### src/rtl/nibble_serial_adder_ctrl_if.sv
// nibble_serial_adder_ctrl_if
//   Request/response bundle for the nibble-serial add/subtract sequencer.
//   Request side : in_valid, in_ready, a, b, op_sub
//   Response side: out_valid, out_ready, sum (W+1 bits, MSB = final carry)
//   Status       : busy
//   master modport: the requester/consumer; slave modport: the sequencer.
interface nibble_serial_adder_ctrl_if #(
   parameter int unsigned NIBBLES = 4
);
   localparam int unsigned W = 4 * NIBBLES;

   logic         in_valid;
   logic         in_ready;
   logic [W-1:0] a;
   logic [W-1:0] b;
   logic         op_sub;
   logic         busy;
   logic         out_valid;
   logic         out_ready;
   logic [W:0]   sum;

   modport master (
      output in_valid, a, b, op_sub, out_ready,
      input  in_ready, busy, out_valid, sum
   );

   modport slave (
      input  in_valid, a, b, op_sub, out_ready,
      output in_ready, busy, out_valid, sum
   );
endinterface

### src/rtl/nibble_serial_adder_ctrl.sv
// nibble_serial_adder_ctrl
//   Computes W-bit add/subtract (W = 4*NIBBLES) by stepping a single 4-bit
//   adder slice across the operands, LSB nibble first, one nibble per cycle,
//   with the inter-nibble carry held in a register.
//   Ports:
//     clk  - single clock, rising edge
//     rst  - asynchronous reset, active-high
//     bus  - slave side of nibble_serial_adder_ctrl_if (request handshake,
//            response handshake, busy status, W+1 bit result)
//   Sequence: IDLE --accept--> RUN (NIBBLES edges) --> DONE --out_ready--> IDLE
module nibble_serial_adder_ctrl #(
   parameter int unsigned NIBBLES = 4
) (
   input  logic                       clk,
   input  logic                       rst,
   nibble_serial_adder_ctrl_if.slave  bus
);
   localparam int unsigned W  = 4 * NIBBLES;
   localparam int unsigned CW = (NIBBLES > 1) ? $clog2(NIBBLES) : 1;

   typedef enum logic [1:0] {
      S_IDLE = 2'd0,
      S_RUN  = 2'd1,
      S_DONE = 2'd2
   } state_t;

   state_t        state;
   state_t        state_n;

   logic [W-1:0]  a_q;
   logic [W-1:0]  b_q;          // already inverted for subtract
   logic          carry;
   logic [CW-1:0] cnt;
   logic [W:0]    sum_q;

   logic          accept;
   logic          last;
   logic          in_ready_c;
   logic          busy_c;
   logic          out_valid_c;

   logic [3:0]    a_nib;
   logic [3:0]    b_nib;
   logic [4:0]    slice;

   assign last = (cnt == CW'(NIBBLES - 1));

   // ------------------------------------------------------------------
   // State register
   // ------------------------------------------------------------------
   always_ff @(posedge clk or posedge rst) begin
      if (rst) begin
         state <= S_IDLE;
      end else begin
         state <= state_n;
      end
   end

   // ------------------------------------------------------------------
   // Next-state and handshake outputs
   // ------------------------------------------------------------------
   always_comb begin
      state_n     = state;
      accept      = 1'b0;
      in_ready_c  = 1'b0;
      busy_c      = 1'b0;
      out_valid_c = 1'b0;
      unique case (state)
         S_IDLE: begin
            in_ready_c = 1'b1;
            if (bus.in_valid) begin
               accept  = 1'b1;
               state_n = S_RUN;
            end
         end
         S_RUN: begin
            busy_c = 1'b1;
            if (last) begin
               state_n = S_DONE;
            end
         end
         S_DONE: begin
            busy_c      = 1'b1;
            out_valid_c = 1'b1;
            if (bus.out_ready) begin
               state_n = S_IDLE;
            end
         end
         default: begin
            state_n = S_IDLE;
         end
      endcase
   end

   // ------------------------------------------------------------------
   // Nibble select: a constant-index mux keeps every part-select static
   // ------------------------------------------------------------------
   always_comb begin
      a_nib = '0;
      b_nib = '0;
      for (int unsigned i = 0; i < NIBBLES; i++) begin
         if (cnt == CW'(i)) begin
            a_nib = a_q[4*i +: 4];
            b_nib = b_q[4*i +: 4];
         end
      end
   end

   // The single 4-bit adder slice shared by every nibble position.
   assign slice = {1'b0, a_nib} + {1'b0, b_nib} + {4'b0000, carry};

   // ------------------------------------------------------------------
   // Datapath registers
   // ------------------------------------------------------------------
   always_ff @(posedge clk or posedge rst) begin
      if (rst) begin
         a_q   <= '0;
         b_q   <= '0;
         carry <= 1'b0;
         cnt   <= '0;
         sum_q <= '0;
      end else if (accept) begin
         // Subtract is A + ~B + 1: invert B once here and seed the carry.
         a_q   <= bus.a;
         b_q   <= bus.op_sub ? ~bus.b : bus.b;
         carry <= bus.op_sub;
         cnt   <= '0;
         sum_q <= '0;
      end else if (state == S_RUN) begin
         carry <= slice[4];
         for (int unsigned i = 0; i < NIBBLES; i++) begin
            if (cnt == CW'(i)) begin
               sum_q[4*i +: 4] <= slice[3:0];
            end
         end
         if (last) begin
            // Hold cnt at its final value so it never exceeds NIBBLES-1.
            sum_q[W] <= slice[4];
         end else begin
            cnt <= cnt + 1'b1;
         end
      end
   end

   assign bus.in_ready  = in_ready_c;
   assign bus.busy      = busy_c;
   assign bus.out_valid = out_valid_c;
   assign bus.sum       = sum_q;

endmodule

### src/flat_wrapper.sv
// flat-port wrapper written by rule: the top's interface ports become plain ports
module nibble_serial_adder_ctrl_flat 
#(
   parameter int unsigned NIBBLES = 4
)
  (clk, rst, bus_in_valid, bus_a, bus_b, bus_op_sub, bus_out_ready, bus_in_ready, bus_busy, bus_out_valid, bus_sum);
  nibble_serial_adder_ctrl_if #(.NIBBLES(NIBBLES)) bus_i ();
  input  logic clk;
  input  logic rst;
  input wire logic [$bits(bus_i.in_valid)-1:0] bus_in_valid;
  input wire logic [$bits(bus_i.a)-1:0] bus_a;
  input wire logic [$bits(bus_i.b)-1:0] bus_b;
  input wire logic [$bits(bus_i.op_sub)-1:0] bus_op_sub;
  input wire logic [$bits(bus_i.out_ready)-1:0] bus_out_ready;
  output wire logic [$bits(bus_i.in_ready)-1:0] bus_in_ready;
  output wire logic [$bits(bus_i.busy)-1:0] bus_busy;
  output wire logic [$bits(bus_i.out_valid)-1:0] bus_out_valid;
  output wire logic [$bits(bus_i.sum)-1:0] bus_sum;
  assign bus_i.in_valid = bus_in_valid;
  assign bus_i.a = bus_a;
  assign bus_i.b = bus_b;
  assign bus_i.op_sub = bus_op_sub;
  assign bus_i.out_ready = bus_out_ready;
  assign bus_in_ready = bus_i.in_ready;
  assign bus_busy = bus_i.busy;
  assign bus_out_valid = bus_i.out_valid;
  assign bus_sum = bus_i.sum;
  nibble_serial_adder_ctrl #(.NIBBLES(NIBBLES)) u_core (.clk(clk), .rst(rst), .bus(bus_i));
endmodule
### config.mk
export PLATFORM = sky130hd
export DESIGN_NAME = nibble_serial_adder_ctrl_flat
export DESIGN_NICKNAME = d
export VERILOG_FILES = /design/src/rtl/nibble_serial_adder_ctrl_if.sv /design/src/rtl/nibble_serial_adder_ctrl.sv /design/src/flat_wrapper.sv
export SDC_FILE = /design/constraint.sdc
export NUM_CORES = 1
export LEC_CHECK = 0
export BUFFER_PORTS_ARGS = -buffer_cell sky130_fd_sc_hd__buf_2
export CORE_MARGIN = 4
export CORE_UTILIZATION = 50
export DETAILED_ROUTE_END_ITERATION = 8
export PLACE_DENSITY = 0.74
export SLEW_MARGIN = 20
export SYNTH_ARGS = -nofsm -noshare
export SYNTH_HDL_FRONTEND = slang
export SYNTH_SLANG_ARGS = --single-unit
### constraint.sdc
create_clock -name clk -period 7 [get_ports clk]
set_input_delay 1.4 -clock clk [delete_from_list [all_inputs] [get_ports clk]]
set_output_delay 1.4 -clock clk [all_outputs]
set_load 0.02 [all_outputs]
==> results.md <==
* Status: finished, final reports clean
* Clock Skew at 0.00762 ns
* Critical path depth at 11
* Max-slew violation count at 0
* Synth top area cells: dfrtp_1 49%, nand2_1 11%, a21oi_1 6.2%
* Max Cap Viol at 0
* Crit path launch: u_core.cnt[0]
* Final nets at 409
* First-pass GRT wire length at 9740 um
* YS warnings at 0
* Grt ovf at 0
* Via count at 2193
* Cells along the critical path: inv_1 > ha_1 > a21oi_1 > o21ai_0 > a22oi_1 > fa_1 > fa_1 > xor2_1 > nor2_1 > a21oi_1 > nor2_1
* Die width at 82.2 um
* PortBufs at 56
* Mean Syn Cell Area at 8.72 um^2
* Unique masters post-synth at 32
* Worst min path class: flop to flop
* Reg2reg end: u_core.bus.sum[14]
* Fraction of layout cells with a size suffix above 1 at 19.9%
* Crit path kind: flop to flop
* Worst-Skew Late Latency at 0.31 ns
* Final setup fails at 0
* #FFs+latches synth at 54
* CP Launch Type: flop
* Min Clock Period, post-route at 2.97 ns
* Cts hold-fix bufs at 0
* Share of the synthesized area in the top cell type at 49.0%
* Mapped Area at 2760 um^2
* RSZ-0062 raised after global routing: false
* CP Buf/Inv Count at 1
* CTS tree: done
* Leakage power at 1.59 nW
* Routed WL per cell at 13.2 um
* Clk sink count at 54
* M1 GR Usage at 26.0%
* Most frequent cells in the layout: 80 x nand2_1, 56 x buf_2, 54 x dfrtp_1, 34 x a21oi_1, 26 x nor2_1
* # resized after CTS at 0
* Initial antenna violation count at 0
* Worst relative slew slack at 38.8%
* Slowest cell on crit path: ha_1
* Sequential area share after synthesis at 49.0%
* Fin Hold WS at 0.485 ns
* Cells after Synth at 316
* Commonest non-fill, non-tap cell in the layout: nand2_1
* Crit path largest cell delay at 0.56 ns
* Initial Util at 52.6%
* Routed WL at 5690 um
* Crit path capture: u_core.bus.sum[14]
* Crit path required time at 7.19 ns
* Final Hold Vio Count at 0
* Reg2Reg Depth at 11
* Full die area at 6760 um^2
* 1st-iter DRT viols at 152
* Reg-to-reg slack, setup at 4.03 ns
* Drt drc at 0
* CTS buffer count at 5
* Ports at 57
* CP arrival at 3.16 ns
* Filler cell count at 498
* Vias in the first global route at 2096
* Post-CTS setup buffer count at 0
* Gpl congestion at 0.901
* Crit share post-route at 42.4%
* Drt via density at 5.09
* PD cells at 492 nW/um^2
* TNS Setup at 0 ns
* All-Layer GR Usage at 18.8%
* Max VDD drop at 0.000225 V
* Worst-path fanout max at 18
* CP endpoint kind: flop
* Syn_nets at 365
* Cell accounting for the most synthesized area: dfrtp_1
* # rows at 26
* Clk slew on worst S/H paths at 0.10 ns
* Routing usage on met2 at 29.3%
* Post-DP HPWL at 4070 um
* Die height at 82.2 um
* Final ANT Viol Nets at 0
* Fmax at 337 MHz
* GR Util met3 at 4.01%
* CP top delay family: adder cells
* Number of detailed-route iterations in the first pass at 4
* CTS Root Cell: clkbuf_8
* Core footprint at 5240 um^2
* Area grow syn2layout at 15.3%
* H-tree depth at 2
* Largest net degree at the start of global routing at 55
* Reg-to-reg startpoint: u_core.cnt[0]
* Global-route layer with the greatest usage: met2
* Max clock buf depth at 2
* Slew @ Worst Pin at 0.918 ns
* Antenna Cells at 0
## cells in the mapped netlist
master     n
nand2_1   81
dfrtp_1   54
a21oi_1   34
nor2_1    26
o21ai_0   20
inv_1     15
xnor2_1   15
buf_2     11
ha_1      10
o21ai_1    8
clkbuf_1   6
nand3b_1   4
a22oi_1    3
buf_4      3
nand4_1    3
xor2_1     3
a211oi_1   2
and2_1     2
fa_1       2
nor2b_1    2
a21o_1     1
a21o_2     1
a22o_1     1
a311oi_1   1
a31oi_1    1
and3b_4    1
nand3_1    1
nor2b_2    1
nor3_1     1
o21ai_2    1
o32a_1     1
or3_4      1
## flip-flops by register name, indices dropped and copies added (netlist names)
name	flops
u_core.a_q	16
u_core.b_q	16
u_core.cnt	2
u_core.carry	1
u_core.state	2
u_core.bus.sum	17
## metrics by stage
stage               util [%]  total power, mW  setup slack, ns  cell area, um^2  instances
finish                  60.7             1.56             4.03             3180        431
global route            60.7             1.72             3.71             3180        431
CTS                     60.6             1.58             4.03             3180        431
detailed placement      57.9             1.32             4.06             3030        423
global placement        57.9             1.30             4.15             3030        423
floorplan                  -             1.12             4.29             2760        316
## worst register-to-register path, stage by stage (launching register included)
cell and delay [ns]:
dfrtp_1 0.43, inv_1 0.10, ha_1 0.57, a21oi_1 0.07, o21ai_0 0.10, a22oi_1 0.11
fa_1 0.47, fa_1 0.41, xor2_1 0.30, nor2_1 0.10, a21oi_1 0.12, nor2_1 0.05
## area by class of cell
cell class                      count  area [um^2]  share of cell area, %
Sequential cell                    54         1350                   42.5
Timing Repair Buffer               57          288                   9.06
Tap cell                           70         87.6                   2.76
Inverter                           15         57.6                   1.81
Clock buffer                        6         82.6                   2.60
Multi-Input combinational cell    227         1250                   39.3
Clock inverter                      2         60.1                   1.89
## where the power goes
part,internal (mW),switching (mW)
logic,0.295,0.490
registers,0.450,0.0769
clock network,0.152,0.0996
total,0.897,0.667
## logic make-up (layout without fill, tap and decap cells)
kind of cell    after synthesis  after routing  synth area share (%)
simple gates                123            123                  18.8
flops                        54             54                  49.0
buf+inv                      35             80                  5.68
compound gates               74             74                  14.8
fa+ha+maj                    12             12                  5.99
xor+xnor                     18             18                  5.72
## how the worst min path moves through the flow
stage	start	slack (ns)	cells after the start	endpoint
after detailed placement	u_core.a_q[4]	0.46	2	u_core.a_q[4]
final	u_core.a_q[7]	0.48	2	u_core.a_q[7]
after global routing	u_core.a_q[0]	0.50	2	u_core.a_q[0]
after global placement	u_core.a_q[1]	0.46	2	u_core.a_q[1]
after CTS	u_core.a_q[4]	0.49	2	u_core.a_q[4]
after floorplan	u_core.a_q[0]	0.45	2	u_core.a_q[0]
## per-layer routing
layer | up-vias | share of wire [%]
met3 | 11 | 5.7
met1 | 1007 | 47
met4 | 0 | 1.5
met5 | - | 0
met2 | 61 | 46
li1 | 1114 | -
No activity file was read; power rests on OpenSTA's default activity.
